<file path="src/rtl/seq_detector.sv">
// Parametrised serial pattern detector with overlap control, fill/armed status
// and an optional saturating match counter (built only when SEQ_DET_CNT_EN is defined).
module seq_detector #(
  parameter int             LEN     = 4,
  parameter logic [LEN-1:0] PATTERN = LEN'(4'b1101),
  parameter int             OVERLAP = 1,
  parameter int             CNT_W   = 8
) (
  input  logic                     clk,
  input  logic                     rst_n,
  input  logic                     en,
  input  logic                     a,
  input  logic                     clr,
  output logic                     match,
  output logic                     armed,
  output logic [$clog2(LEN+1)-1:0] fill,
  output logic [CNT_W-1:0]         match_cnt
);

  localparam int             FILL_W   = $clog2(LEN + 1);
  localparam logic [FILL_W-1:0] FILL_FULL = FILL_W'(LEN);
  localparam bit             OVL      = (OVERLAP != 0);

  generate
    if ((LEN < 2) || (LEN > 32)) begin : g_bad_len
      $error("seq_detector: LEN must lie in 2..32");
    end
    if (CNT_W < 1) begin : g_bad_cnt_w
      $error("seq_detector: CNT_W must be at least 1");
    end
  endgenerate

  logic [LEN-1:0]    hist_r;
  logic [LEN-1:0]    hist_s;
  logic [LEN-1:0]    shift_s;
  logic [FILL_W-1:0] fill_r;
  logic [FILL_W-1:0] fill_s;
  logic [FILL_W-1:0] fill_inc_s;
  logic              match_r;
  logic              match_s;
  logic              hit_s;

  // Next-state for history window, fill level and match pulse
  always_comb begin
    hist_s     = hist_r;
    fill_s     = fill_r;
    match_s    = 1'b0;
    hit_s      = 1'b0;
    shift_s    = {hist_r[LEN-2:0], a};
    fill_inc_s = (fill_r == FILL_FULL) ? fill_r : (fill_r + FILL_W'(1));
    if (clr) begin
      hist_s = {LEN{1'b0}};
      fill_s = {FILL_W{1'b0}};
    end else if (en) begin
      hit_s   = (fill_inc_s == FILL_FULL) && (shift_s == PATTERN);
      hist_s  = shift_s;
      match_s = hit_s;
      // Non-overlapping mode restarts the window so the next hit needs LEN fresh bits
      if (hit_s && !OVL) begin
        fill_s = {FILL_W{1'b0}};
      end else begin
        fill_s = fill_inc_s;
      end
    end else begin
      hist_s = hist_r;
      fill_s = fill_r;
    end
  end

  // History, fill and match registers
  always_ff @(posedge clk or negedge rst_n) begin
    if (!rst_n) begin
      hist_r  <= {LEN{1'b0}};
      fill_r  <= {FILL_W{1'b0}};
      match_r <= 1'b0;
    end else begin
      hist_r  <= hist_s;
      fill_r  <= fill_s;
      match_r <= match_s;
    end
  end

`ifdef SEQ_DET_CNT_EN
  localparam logic [CNT_W-1:0] CNT_MAX = {CNT_W{1'b1}};

  logic [CNT_W-1:0] cnt_r;
  logic [CNT_W-1:0] cnt_s;

  // Saturating match counter next-state
  always_comb begin
    cnt_s = cnt_r;
    if (clr) begin
      cnt_s = {CNT_W{1'b0}};
    end else if (hit_s && (cnt_r != CNT_MAX)) begin
      cnt_s = cnt_r + CNT_W'(1);
    end else begin
      cnt_s = cnt_r;
    end
  end

  // Match counter register
  always_ff @(posedge clk or negedge rst_n) begin
    if (!rst_n) begin
      cnt_r <= {CNT_W{1'b0}};
    end else begin
      cnt_r <= cnt_s;
    end
  end

  assign match_cnt = cnt_r;
`else
  assign match_cnt = {CNT_W{1'b0}};
`endif

  assign match = match_r;
  assign fill  = fill_r;
  assign armed = (fill_r == FILL_FULL);

endmodule
</file>
<file path="config.mk">
export PLATFORM = sky130hd
export DESIGN_NAME = seq_detector
export DESIGN_NICKNAME = d
export VERILOG_FILES = /design/src/rtl/seq_detector.sv
export SDC_FILE = /design/constraint.sdc
export NUM_CORES = 1
export LEC_CHECK = 0
export BUFFER_PORTS_ARGS = -buffer_cell sky130_fd_sc_hd__buf_2
export CAP_MARGIN = 10
export CORE_AREA = 2 2 39 41
export CTS_BUF_LIST = sky130_fd_sc_hd__clkbuf_8
export DETAILED_ROUTE_END_ITERATION = 8
export DIE_AREA = 0 0 41 43
export GPL_TIMING_DRIVEN = 0
export SLEW_MARGIN = 20
export SYNTH_ARGS = -nofsm -noshare
export SYNTH_HDL_FRONTEND = slang
export SYNTH_SLANG_ARGS = --single-unit
</file>
<file path="constraint.sdc">
create_clock -name clk -period 3.1 [get_ports clk]
set_clock_uncertainty 0.15 [all_clocks]
set_input_delay 0.62 -clock clk [delete_from_list [all_inputs] [get_ports clk]]
set_output_delay 0.62 -clock clk [all_outputs]
set_load 0.01 [all_outputs]
</file>
Word-level counts from Yosys, hierarchy flattened
Index checks and enable logic that the tools add are counted.
W data, S select, Z words.
{"block": "totals", "regBits": 7, "wordCells": 16}
{"block": "op_classes", "addsub": 1, "n_eq_ne": 3, "mux": 7, "reduce_logical": 2}
{"cell": "$mux W3", "count": 5}
{"cell": "$eq A3 B3 Y1 const B", "count": 2}
{"cell": "$eq A4 B4 Y1 const B", "count": 1}
{"cell": "$add A3 B1 Y3 const B", "count": 1}
{"cell": "$mux W1", "count": 2}
{"cell": "$reduce_bool A2 Y1", "count": 1}
{"cell": "$logic_and A1 B1 Y1", "count": 1}

Logic depth before layout (Yosys ltp)
Gate-level depths: netlist of the first run.
{"block": "depth", "depth_word": 6, "mapped_depth": 5, "ltp_nobuf": 5}

Worst setup path before layout of the first run
No wires, ideal clock.
{"block": "synth_timing", "path_type": "reg-to-reg", "from": "register fill_r[0], in the netlist fill[0]", "to": "register match_r, in the netlist match", "t_arrival_ns": 1.710, "t_required_ns": 2.839, "setup_slack_ns": 1.128, "stages_incl_launch_ff": 6, "path_buffers": 0, "period_less_slack_ns": 1.972, "cell_sequence": "dfrtp_1 -> inv_1 -> ha_1 -> or3b_1 -> a211o_1 -> a2111oi_2"}
{"block": "synth_between", "elab_chain_cells": 6, "elab_cells_between_ends": 7, "classes_between": "add/sub: 1; eq/ne: 2; mux: 3; reduce/logical: 1"}
{"item": "start, declared", "line_no": "36", "text": "logic [FILL_W-1:0] fill_r;"}
{"item": "start signal, assigned", "line_no": "74", "text": "fill_r <= {FILL_W{1'b0}};"}
{"item": "start signal, assigned", "line_no": "78", "text": "fill_r <= fill_s;"}
{"item": "$add A3 B1 Y3 / $eq A3 B3 Y1 (equally long branches)", "line_no": "50", "text": "fill_inc_s = (fill_r == FILL_FULL) ? fill_r : (fill_r + FILL_W'(1));"}
{"item": "$mux W3 (*)", "line_no": "50"}
{"item": "$eq A3 B3 Y1 (*)", "line_no": "55", "text": "hit_s = (fill_inc_s == FILL_FULL) && (shift_s == PATTERN);"}
{"item": "$logic_and A1 B1 Y1 (*)", "line_no": "55"}
{"item": "$mux W1 (*)", "line_no": "54", "text": "end else if (en) begin"}
{"item": "$mux W1 (*)", "line_no": "51", "text": "if (clr) begin"}
{"item": "via match_s", "line_no": "40", "text": "logic match_s;"}
{"item": "end signal, assigned", "line_no": "79", "text": "match_r <= match_s;"}
{"item": "end, declared", "line_no": "39", "text": "logic match_r;"}
The timed path passes the listed nets; every way through them passes the cells marked *.
A chain may end at the register's enable or synchronous reset.

Worst setup path after layout of the first run
Ends and elaborated chain as after synthesis.

==> run_results.csv, run 1 <==
group,metric,value,unit
run_status,status,"finished, final reports clean",
logic_synthesis,synthAdderAreaFrac,5.87,%
die,num_rows,14,
logic_synthesis,synth-main-ff-cell,"dfrtp_1",
logic_synthesis,synth_mux_area_share,9.38,%
grt,antenna_found_initial,0,
final_layout,drive_gt1_share,32.8,%
logic_synthesis,synth.avg_cell_area,10.2,um^2
detailed_routing,drt-pass1-iter-count,3,
logic_synthesis,synth-simple-area-share,15.5,%
clock_network,clockRootBuffer,"clkbuf_8",
run,cap_viol_max_count,0,
detailed_routing,routed_wl,723,um
detailed_routing,detail_route.wl_per_cell,9.39,um
logic_synthesis,synth_cells,42,
logic_synthesis,synth_top_family_by_area,"buffers and inverters",
logic_synthesis,syn_area,427,um^2
critical_path,worst_setup_path_start_kind,"register",
final_layout,finalInstanceArea,558,um^2
pwr,p_leak,0.000303,uW
timing,fmax,499,MHz
logic_synthesis,synth-compound-area-share,8.50,%
grt,overflow,0,
placed_design,io_buffers,8,
logic_synthesis,async_flop_share,100,%
critical_path,critical_path.endpoint_type,"register",
detailed_routing,first_iter_violations,5,
clock_network,htree_levels,1,
logic_synthesis,yosysSeqAreaShare,41.1,%
clock_network,clock_latency,220,ps
logic_synthesis,yosysUniqueCellTypes,20,
clock_network,cts.clk_slew.worst_paths,40,ps
timing,period_minus_slack,2000,ps
critical_path,critPathArrivalTime,1970,ps
critical_path,path_class,"reg2reg",
clock_network,cts_buffers,3,
grt,track_usage,10.6,%
pwr,power_density,476,nW/um^2
detailed_routing,viasPerCell,4.13,
timing,rsz0062_at_grt,"no",
placed_design,gp_congestion,0.675,
grt,grt_max_degree,8,
critical_path,critical-path-max-stage-delay,390,ps
clock_network,postCtsHoldBufs,0,
logic_synthesis,synth_xor_area_share,2.05,%
clock_network,clock_path_buffers,2,
final_layout,n_antenna_cell,0,
detailed_routing,drtAntennaViolNets,0,
logic_synthesis,synth_edf_count,0,
critical_path,crit_chain,"inv_1 > ha_1 > or3b_1 > a211o_1 > a2111oi_2",
final_layout,nFillCells,153,
critical_path,cp_max_fo,4,
detailed_routing,vias,318,
placed_design,dp.final_hpwl,553,um
placed_design,post_dp_cell_area,513,um^2
timing,drv_slew,0,
logic_synthesis,yosysWarningCount,0,
grt,grt_pass1_vias,283,
timing,setup_tns,0,ps
timing,setup_viol_count_final,0,
final_layout,multi_input_area,206,um^2
critical_path,cp_num_buf_inv,1,
clock_network,cts_tree,"done",
die,initial_core_util,30.8,%
critical_path,critPathRequiredTime,3070,ps
die,die_area,1760,um^2
die,die_h,43,um
clock_network,cts_sinks,7,
clock_network,post_cts_buffers,0,
die,die_w,41,um
logic_synthesis,synth_seq_cells,7,
critical_path,cp_slowest_cell,"dfrtp_1",
min_path,hold_class,"in2async",
critical_path,crit_family,"compound AO/OA/AOI/OAI gates",
die,design.core.area,1380,um^2
clock_network,ctsResizeCount,0,
die,io_pins,18,
pwr,ir_drop,0.000260,V
final_layout,syn2layout_area_growth,30.8,%
timing,whs,71.9,ps
final_layout,regArea,175,um^2
grt,grt_pass1_wl,1210,um
detailed_routing,drc,0,
timing,period_share,64.6,%
timing,hold_viol_final,0,
final_layout,num-nets-final,69,
## worst register-to-register path, stage by stage (launching register included)
cell and delay (ps):
dfrtp_1 390, inv_1 90, ha_1 230, or3b_1 370, a211o_1 310, a2111oi_2 350
## stage by stage
stage	utilization (%)	power [uW]	cells	setup WS, ps
5_1_grt	40.3	280	77	973
3_3_place_gp	37.1	142	73	1090
6_report	40.3	265	77	1100
2_1_floorplan	-	131	49	1130
4_1_cts	40.3	269	77	1080
3_5_place_dp	37.1	143	73	1100
## final timing paths
kind	start	to	slack, ps	cells past startpoint
setup / recovery	fill[0]	match	1100	5
hold / removal	rst_n	hist_r[1]	70	1
setup reg to reg	fill[0]	match	1100	5
hold reg to reg	hist_r[0]	match	350	1
max in group asynchronous	rst_n	fill[1]	2570	1
min in group clk	hist_r[0]	match	350	1
## synthesized netlist by cell type, drive strengths merged (2+ instances only)
cell type  n  area (um^2)
buf        8         60.1
dfrtp      7          175
ha         2         25.0
inv        2         7.51
mux2i      4         40.0
nor2       5         18.8
## state kept, by name, indices dropped and copies added (netlist names)
register / flops
fill: 3
hist_r: 3
match: 1
## where the power goes
part	leakage, uW	switching [uW]	total, uW	internal [uW]
clock network	0.0000269	38.1	124	85.5
registers	0.0000953	4.56	101	96.1
logic	0.000181	22.0	41.1	19.1
total	0.000303	64.7	265	201
## metal layers
metal  vias to the layer above  part of all wire, %  GRT usage, %
li1                        167                    -             -
met1                       138                   46          14.4
met2                        11                   44          13.4
met3                         2                  8.9          3.14
met4                         0                 0.55          8.00
met5                         -                    0             0
## logic make-up after synthesis
family                   count (synthesis)
AND/OR/NAND/NOR                         12
buffers and inverters                   11
flip-flops                               7
AO/OA/AOI/OAI                            4
multiplexers                             4
adder cells (fa/ha/maj)                  2
other                                    1
XOR/XNOR                                 1
## cells in the final DEF, fill, tap and decap left out, drive strengths merged
master,instances
buf,16
conb,8
dfrtp,7
nor2,5
mux2i,4
clkbuf,4
inv,3
ha,2
and2,1
nand3,1
nand2b,1
or3b,1
a211o,1
nand4,1
a2111oi,1
a21boi,1
xnor2,1
and4b,1
a21oi,1
nor3,1
## layout make-up
cell class / instances / share of cell area, %
multi-input cells: 31 / 37.0
flip-flops and latches: 7 / 31.4
plain buffers: 9 / 11.4
clock buffers: 3 / 7.40
repair buffers: 8 / 7.17
well taps: 16 / 3.59
inverters: 2 / 1.35
clock inverters: 1 / 0.673
No activity file was read; power rests on OpenSTA's default activity.
==> run 2: changes to the inputs <==
--- a/config.mk
+++ b/config.mk
@@ -5,6 +5,7 @@
 export SDC_FILE = /design/constraint.sdc
 export NUM_CORES = 1
 export LEC_CHECK = 0
+export ABC_AREA = 1
 export BUFFER_PORTS_ARGS = -buffer_cell sky130_fd_sc_hd__buf_2
 export CAP_MARGIN = 10
 export CORE_AREA = 2 2 39 41
==> constraint.sdc (replaced) <==
create_clock -name clk -period 1.6 [get_ports clk]
set_clock_uncertainty 0.15 [all_clocks]
set_input_delay 0.32 -clock clk [delete_from_list [all_inputs] [get_ports clk]]
set_output_delay 0.32 -clock clk [all_outputs]
set_load 0.01 [all_outputs]
==> run 2 against run 1 <==
Critical endpoint is now armed; routed wire length up 18%; largest power group unchanged; critical path type is now reg2out; total power up 110%; largest cell class unchanged; synthesized cell count is 40% higher; sequential share of layout area fell by 4.4 points.
==> run_results.csv, run 2 <==
group,metric,value,unit
logic_synthesis,synth_mux_area_share,0,%
critical_path,critPathRequiredTime,1130,ps
clock_network,cts_buffers,3,
grt,grt_pass1_wl,1420,um
die,die_area,1760,um^2
placed_design,post_dp_cell_area,539,um^2
clock_network,clock_path_buffers,2,
logic_synthesis,ys_top_cells_by_area,"dfrtp_1, nand2_1, buf_4",
die,num_rows,14,
placed_design,post-place-ws,155,ps
critical_path,cp_slowest_cell,"dfrtp_1",
logic_synthesis,yosysWarningCount,0,
logic_synthesis,synth-compound-area-share,5.03,%
logic_synthesis,synth_top_family_by_area,"simple AND/OR/NAND/NOR gates",
placed_design,dp.final_hpwl,619,um
grt,track_usage,12.0,%
detailed_routing,vias,387,
clock_network,cts_tree,"done",
final_layout,final_common_cell,"nand2_1",
timing,rsz0062_at_grt,"no",
detailed_routing,drt-pass1-iter-count,2,
critical_path,r2r_start,"fill[0]",
placed_design,io_buffers,9,
clock_network,cts_sinks,7,
critical_path,critPathArrivalTime,1060,ps
detailed_routing,routed_wl,855,um
final_layout,syn2layout_area_growth,45.0,%
critical_path,path_class,"reg2out",
placed_design,gp_congestion,0.704,
timing,layout_setup_ws,65.7,ps
min_path,hold_start,"a",
timing,fmax,652,MHz
timing,hold_viol_final,0,
detailed_routing,drc,0,
logic_synthesis,yosysSeqAreaShare,39.1,%
clock_network,cts.clk_slew.worst_paths,40,ps
logic_synthesis,synthAdderAreaFrac,5.59,%
die,initial_core_util,32.4,%
critical_path,crit_chain,"inv_2 > ha_4 > nand2_4 > inv_1 > buf_2",
clock_network,htree_levels,1,
logic_synthesis,synth_cells,59,
logic_synthesis,synth_most_common_cell,"nand2_1",
final_layout,num-nets-final,93,
pwr,p_leak,0.000392,uW
die,design.core.area,1380,um^2
logic_synthesis,synth_xor_area_share,0,%
critical_path,critical_path.endpoint_type,"primary output",
final_layout,drive_gt1_share,40.0,%
timing,period_minus_slack,1530,ps
critical_path,worst_setup_path_start_kind,"register",
pwr,power_density,860,nW/um^2
grt,grt_max_degree,8,
final_layout,final_cell_mix,"nand2_1, buf_4, buf_2",
clock_network,clockRootBuffer,"clkbuf_8",
timing,drv_slew,0,
critical_path,critical-path-max-stage-delay,380,ps
detailed_routing,drtAntennaViolNets,0,
die,die_w,41,um
grt,antenna_found_initial,0,
critical_path,crit_family,"flip-flops",
min_path,hold_class,"in2reg",
logic_synthesis,synth-simple-area-share,28.5,%
critical_path,crit_start,"fill[1]",
run,cap_viol_max_count,0,
final_layout,n_antenna_cell,0,
detailed_routing,viasPerCell,3.83,
logic_synthesis,yosysUniqueCellTypes,13,
grt,overflow,0,
detailed_routing,first_iter_violations,2,
pwr,ir_drop,0.000552,V
logic_synthesis,syn_area,448,um^2
critical_path,cp_max_fo,4,
grt,grt_pass1_vias,356,
logic_synthesis,synth_top_cells_by_count,"nand2_1, inv_1, buf_4",
final_layout,finalInstanceArea,649,um^2
timing,setup_viol_count_final,0,
logic_synthesis,synth_top_cell_by_area,"dfrtp_1",
logic_synthesis,synth.avg_cell_area,7.59,um^2
logic_synthesis,async_flop_share,100,%
logic_synthesis,synth-main-ff-cell,"dfrtp_1",
logic_synthesis,yosys.area.top_type_share,39.1,%
die,io_pins,18,
detailed_routing,detail_route.wl_per_cell,8.47,um
timing,period_share,95.9,%
timing,setup_tns,0,ps
die,die_h,43,um
clock_network,clock_latency,230,ps
critical_path,cp_num_buf_inv,3,
run_status,status,"finished, final reports clean",
logic_synthesis,synth_seq_cells,7,
logic_synthesis,synth_edf_count,0,
final_layout,nFillCells,158,
## run 2: worst register-to-register path: cells and delay by family, from the launching register on
family | cells | cell delay, ps
adders and majority gates | 1 | 210
and+or+nand+nor | 4 | 270
DFF | 1 | 380
buffers and inverters | 3 | 340
## run 2: routing by layer
metal / GRT usage [%] / wire [um] / vias to the layer above
met4: 6.00 / 17 / 0
met5: 0 / 0 / -
li1: - / - / 213
met3: 3.14 / 57 / 2
met2: 17.5 / 414 / 13
met1: 15.8 / 366 / 159
## run 2: repair_timing
action / 4_1_cts / 5_1_grt
hold endpoints to repair: 7 / 0
endpoints found under the setup margin: 1 / 1
resized for setup: 1 / 4
pin swaps: 0 / 1
setup buffers: 3 / 2
hold buffers: 1 / 0
## run 2: path summary, 6_finish.rpt
kind                              to  slack [ps]  depth (start not counted)
min in group asynchronous  hist_r[0]         300                          2
min                        hist_r[0]         160                          3
max                            armed          70                          5
min reg2reg                hist_r[0]         330                          2
max reg2reg                    match         180                          8
max in group asynchronous    fill[1]         840                          2
## run 2: final cells by class
class	count	area (um^2)	share of cell area, %
buffer	8	60.1	9.25
inverter	9	33.8	5.20
sequential	7	175	27.0
clock inverter	1	3.75	0.578
tap	16	20.0	3.08
multi-input combinational	42	223	34.3
timing repair buffer	15	92.6	14.3
clock buffer	3	41.3	6.36
## run 2: cells by family (layout without fill, tap and decap cells)
family,Yosys count,after routing
AO/OA/AOI/OAI,3,3
adder cells (fa/ha/maj),2,2
buffers and inverters,17,36
flip-flops,7,7
other,1,8
AND/OR/NAND/NOR,29,29
## run 2: report_power, final
group | internal (uW) | leakage, uW | switching [uW]
registers | 186 | 0.0000954 | 6.03
logic | 59.8 | 0.000269 | 61.9
clock network | 166 | 0.0000269 | 79.1
## run 2: stage by stage
step	utilization, %	total power [uW]	hold WS (ps)	std cells
after detailed placement	39.0	283	16.1	91
after floorplan	-	260	-126	66
after global placement	39.0	281	12.0	91
after global routing	46.9	586	181	101
final	46.9	559	163	101
after CTS	44.8	545	163	99
==> run 3: changes to the inputs <==
--- a/config.mk
+++ b/config.mk
@@ -13,6 +13,7 @@
 export DETAILED_ROUTE_END_ITERATION = 8
 export DIE_AREA = 0 0 41 43
 export GPL_TIMING_DRIVEN = 0
+export REMOVE_ABC_BUFFERS = 1
 export SLEW_MARGIN = 20
 export SYNTH_ARGS = -nofsm -noshare
 export SYNTH_HDL_FRONTEND = slang
==> run 3 against run 2 <==
Non-clock buffer count fell by 9; global-route usage decreased by 1.0 points; first-iteration DRC count increased by 50%; sequential share of layout area grew 3.1 points; via count is 3.1% lower; routed wire length is 0.82% lower; clock-buffer cell count unchanged; largest power group unchanged; final cell count fell by 8.9%; worst hold slack better by 5.4 ps; core utilization down 4.9 points; sequential power barely moved; fmax fell by 0.25%.
==> run_results.csv, run 3 (synthesis results as in run 2) <==
group,metric,value,unit
detailed_routing,routed_wl,848,um
detailed_routing,vias,375,
detailed_routing,drc,0,
grt,grt_use_met3,3.14,%
die,die_h,43,um
detailed_routing,drt-pass1-iter-count,2,
clock_network,cts_tree,"done",
clock_network,cts_sinks,7,
clock_network,cts_buffers,3,
min_path,whs_path_depth,3,
clock_network,cts.clk_slew.worst_paths,40,ps
final_layout,final_cell_mix,"nand2_1, buf_2, inv_1, conb_1, dfrtp_1",
timing,setup_tns,0,ps
grt,grt_max_degree,8,
critical_path,r2r_cells,8,
final_layout,final_common_cell,"nand2_1",
die,initial_core_util,32.4,%
pwr,power_density,920,nW/um^2
die,die_area,1760,um^2
grt,grt_pass1_wl,1240,um
timing,hold_viol_final,0,
timing,rsz0062_at_grt,"no",
run,cap_viol_max_count,0,
pwr,ir_drop,0.000615,V
detailed_routing,first_iter_violations,3,
critical_path,critPathRequiredTime,1130,ps
run_status,status,"finished, final reports clean",
final_layout,nFillCells,151,
min_path,hold_start,"a",
placed_design,gp_congestion,0.689,
min_path,whs_endpoint,"hist_r[0]",
critical_path,cp_max_fo,4,
placed_design,post_dp_cell_area,479,um^2
placed_design,dp.final_hpwl,594,um
grt,grt_pass1_vias,328,
timing,whs,169,ps
clock_network,clock_latency,230,ps
grt,use_met2,15.9,%
detailed_routing,detail_route.wl_per_cell,9.22,um
min_path,hold_class,"in2reg",
grt,track_usage,11.0,%
grt,busiest_layer,"met2",
critical_path,reg2reg_setup_slack,210,ps
die,die_w,41,um
timing,setup_viol_count_final,0,
final_layout,drive_gt1_share,32.9,%
die,num_rows,14,
critical_path,r2r_start,"fill[1]",
grt,met1_usage,12.3,%
timing,fmax,650,MHz
final_layout,finalInstanceArea,582,um^2
critical_path,path_class,"reg2out",
critical_path,rr_endpoint,"match",
grt,antenna_found_initial,0,
detailed_routing,drtAntennaViolNets,0,
clock_network,clockRootBuffer,"clkbuf_8",
final_layout,n_antenna_cell,0,
critical_path,worst_setup_path_start_kind,"register",
critical_path,critPathArrivalTime,1070,ps
die,design.core.area,1380,um^2
final_layout,syn2layout_area_growth,29.9,%
critical_path,critical_path.endpoint_type,"primary output",
final_layout,num-nets-final,84,
timing,period_minus_slack,1540,ps
clock_network,htree_levels,1,
die,io_pins,18,
clock_network,clock_path_buffers,2,
grt,overflow,0,
placed_design,io_buffers,9,
timing,drv_slew,0,
detailed_routing,viasPerCell,4.08,
pwr,p_leak,0.000344,uW
timing,period_share,96.1,%
pwr,total_power,536,uW
run 3: cell types whose count changed in the layout (fill, tap and decap cells not counted), sizes merged:
cell,before,now
buf,22,13
run 3: worst max-delay path by stage:
| stage | from | end | slack, ps | depth (start not counted) |
|---|---|---|---|---|
| 2_1_floorplan | fill[0] | armed | 250 | 4 |
| 3_3_place_gp | fill[0] | armed | 170 | 5 |
| 3_5_place_dp | fill[0] | armed | 150 | 5 |
| 4_1_cts | fill[1] | armed | 7 | 5 |
| 5_1_grt | fill[0] | armed | 7 | 5 |
| 6_report | fill[0] | armed | 60 | 5 |
run 3: what timing repair did:
action                                  4_1_cts  5_1_grt
resized for setup                             1        4
hold buffers                                  1        0
pin swaps                                     0        0
buffers inserted                              3        1
endpoints found under the hold margin         7        0
endpoints found under the setup margin        1        1
run 3: worst max-delay path, cell delays in order, from the launching register on:
cell and delay [ps]:
dfrtp_1 390, inv_2 80, ha_4 140, nand2_4 60
inv_1 50, buf_2 120
run 3: layer usage:
| metal | up-vias | wire length, um |
|---|---|---|
| met5 | - | 0 |
| met4 | 0 | 21 |
| met3 | 2 | 56 |
| met2 | 17 | 391 |
| met1 | 162 | 378 |
| li1 | 194 | - |
run 3: power breakdown:
part           internal, uW  switching [uW]
Combinational          43.9            58.9
Clock                   166            75.0
Sequential              186            6.39
run 3: through the flow:
step / worst slack, ps / util [%] / cells
CTS: 6.84 / 40.4 / 91
global route: 6.78 / 42.0 / 92
floorplan: 248 / - / 58
finish: 62.0 / 42.0 / 92
detailed placement: 155 / 34.6 / 83
global placement: 167 / 34.6 / 83
run 3: final cells by class:
cell class              count  area, um^2  share of cell area [%]
clock buffers               3        41.3                    7.10
clock inverters             1        3.75                   0.645
flip-flops and latches      7         175                    30.1
well taps                  16        20.0                    3.44
multi-input cells          42         223                    38.3
inverters                   9        33.8                    5.81
repair buffers             14        85.1                    14.6
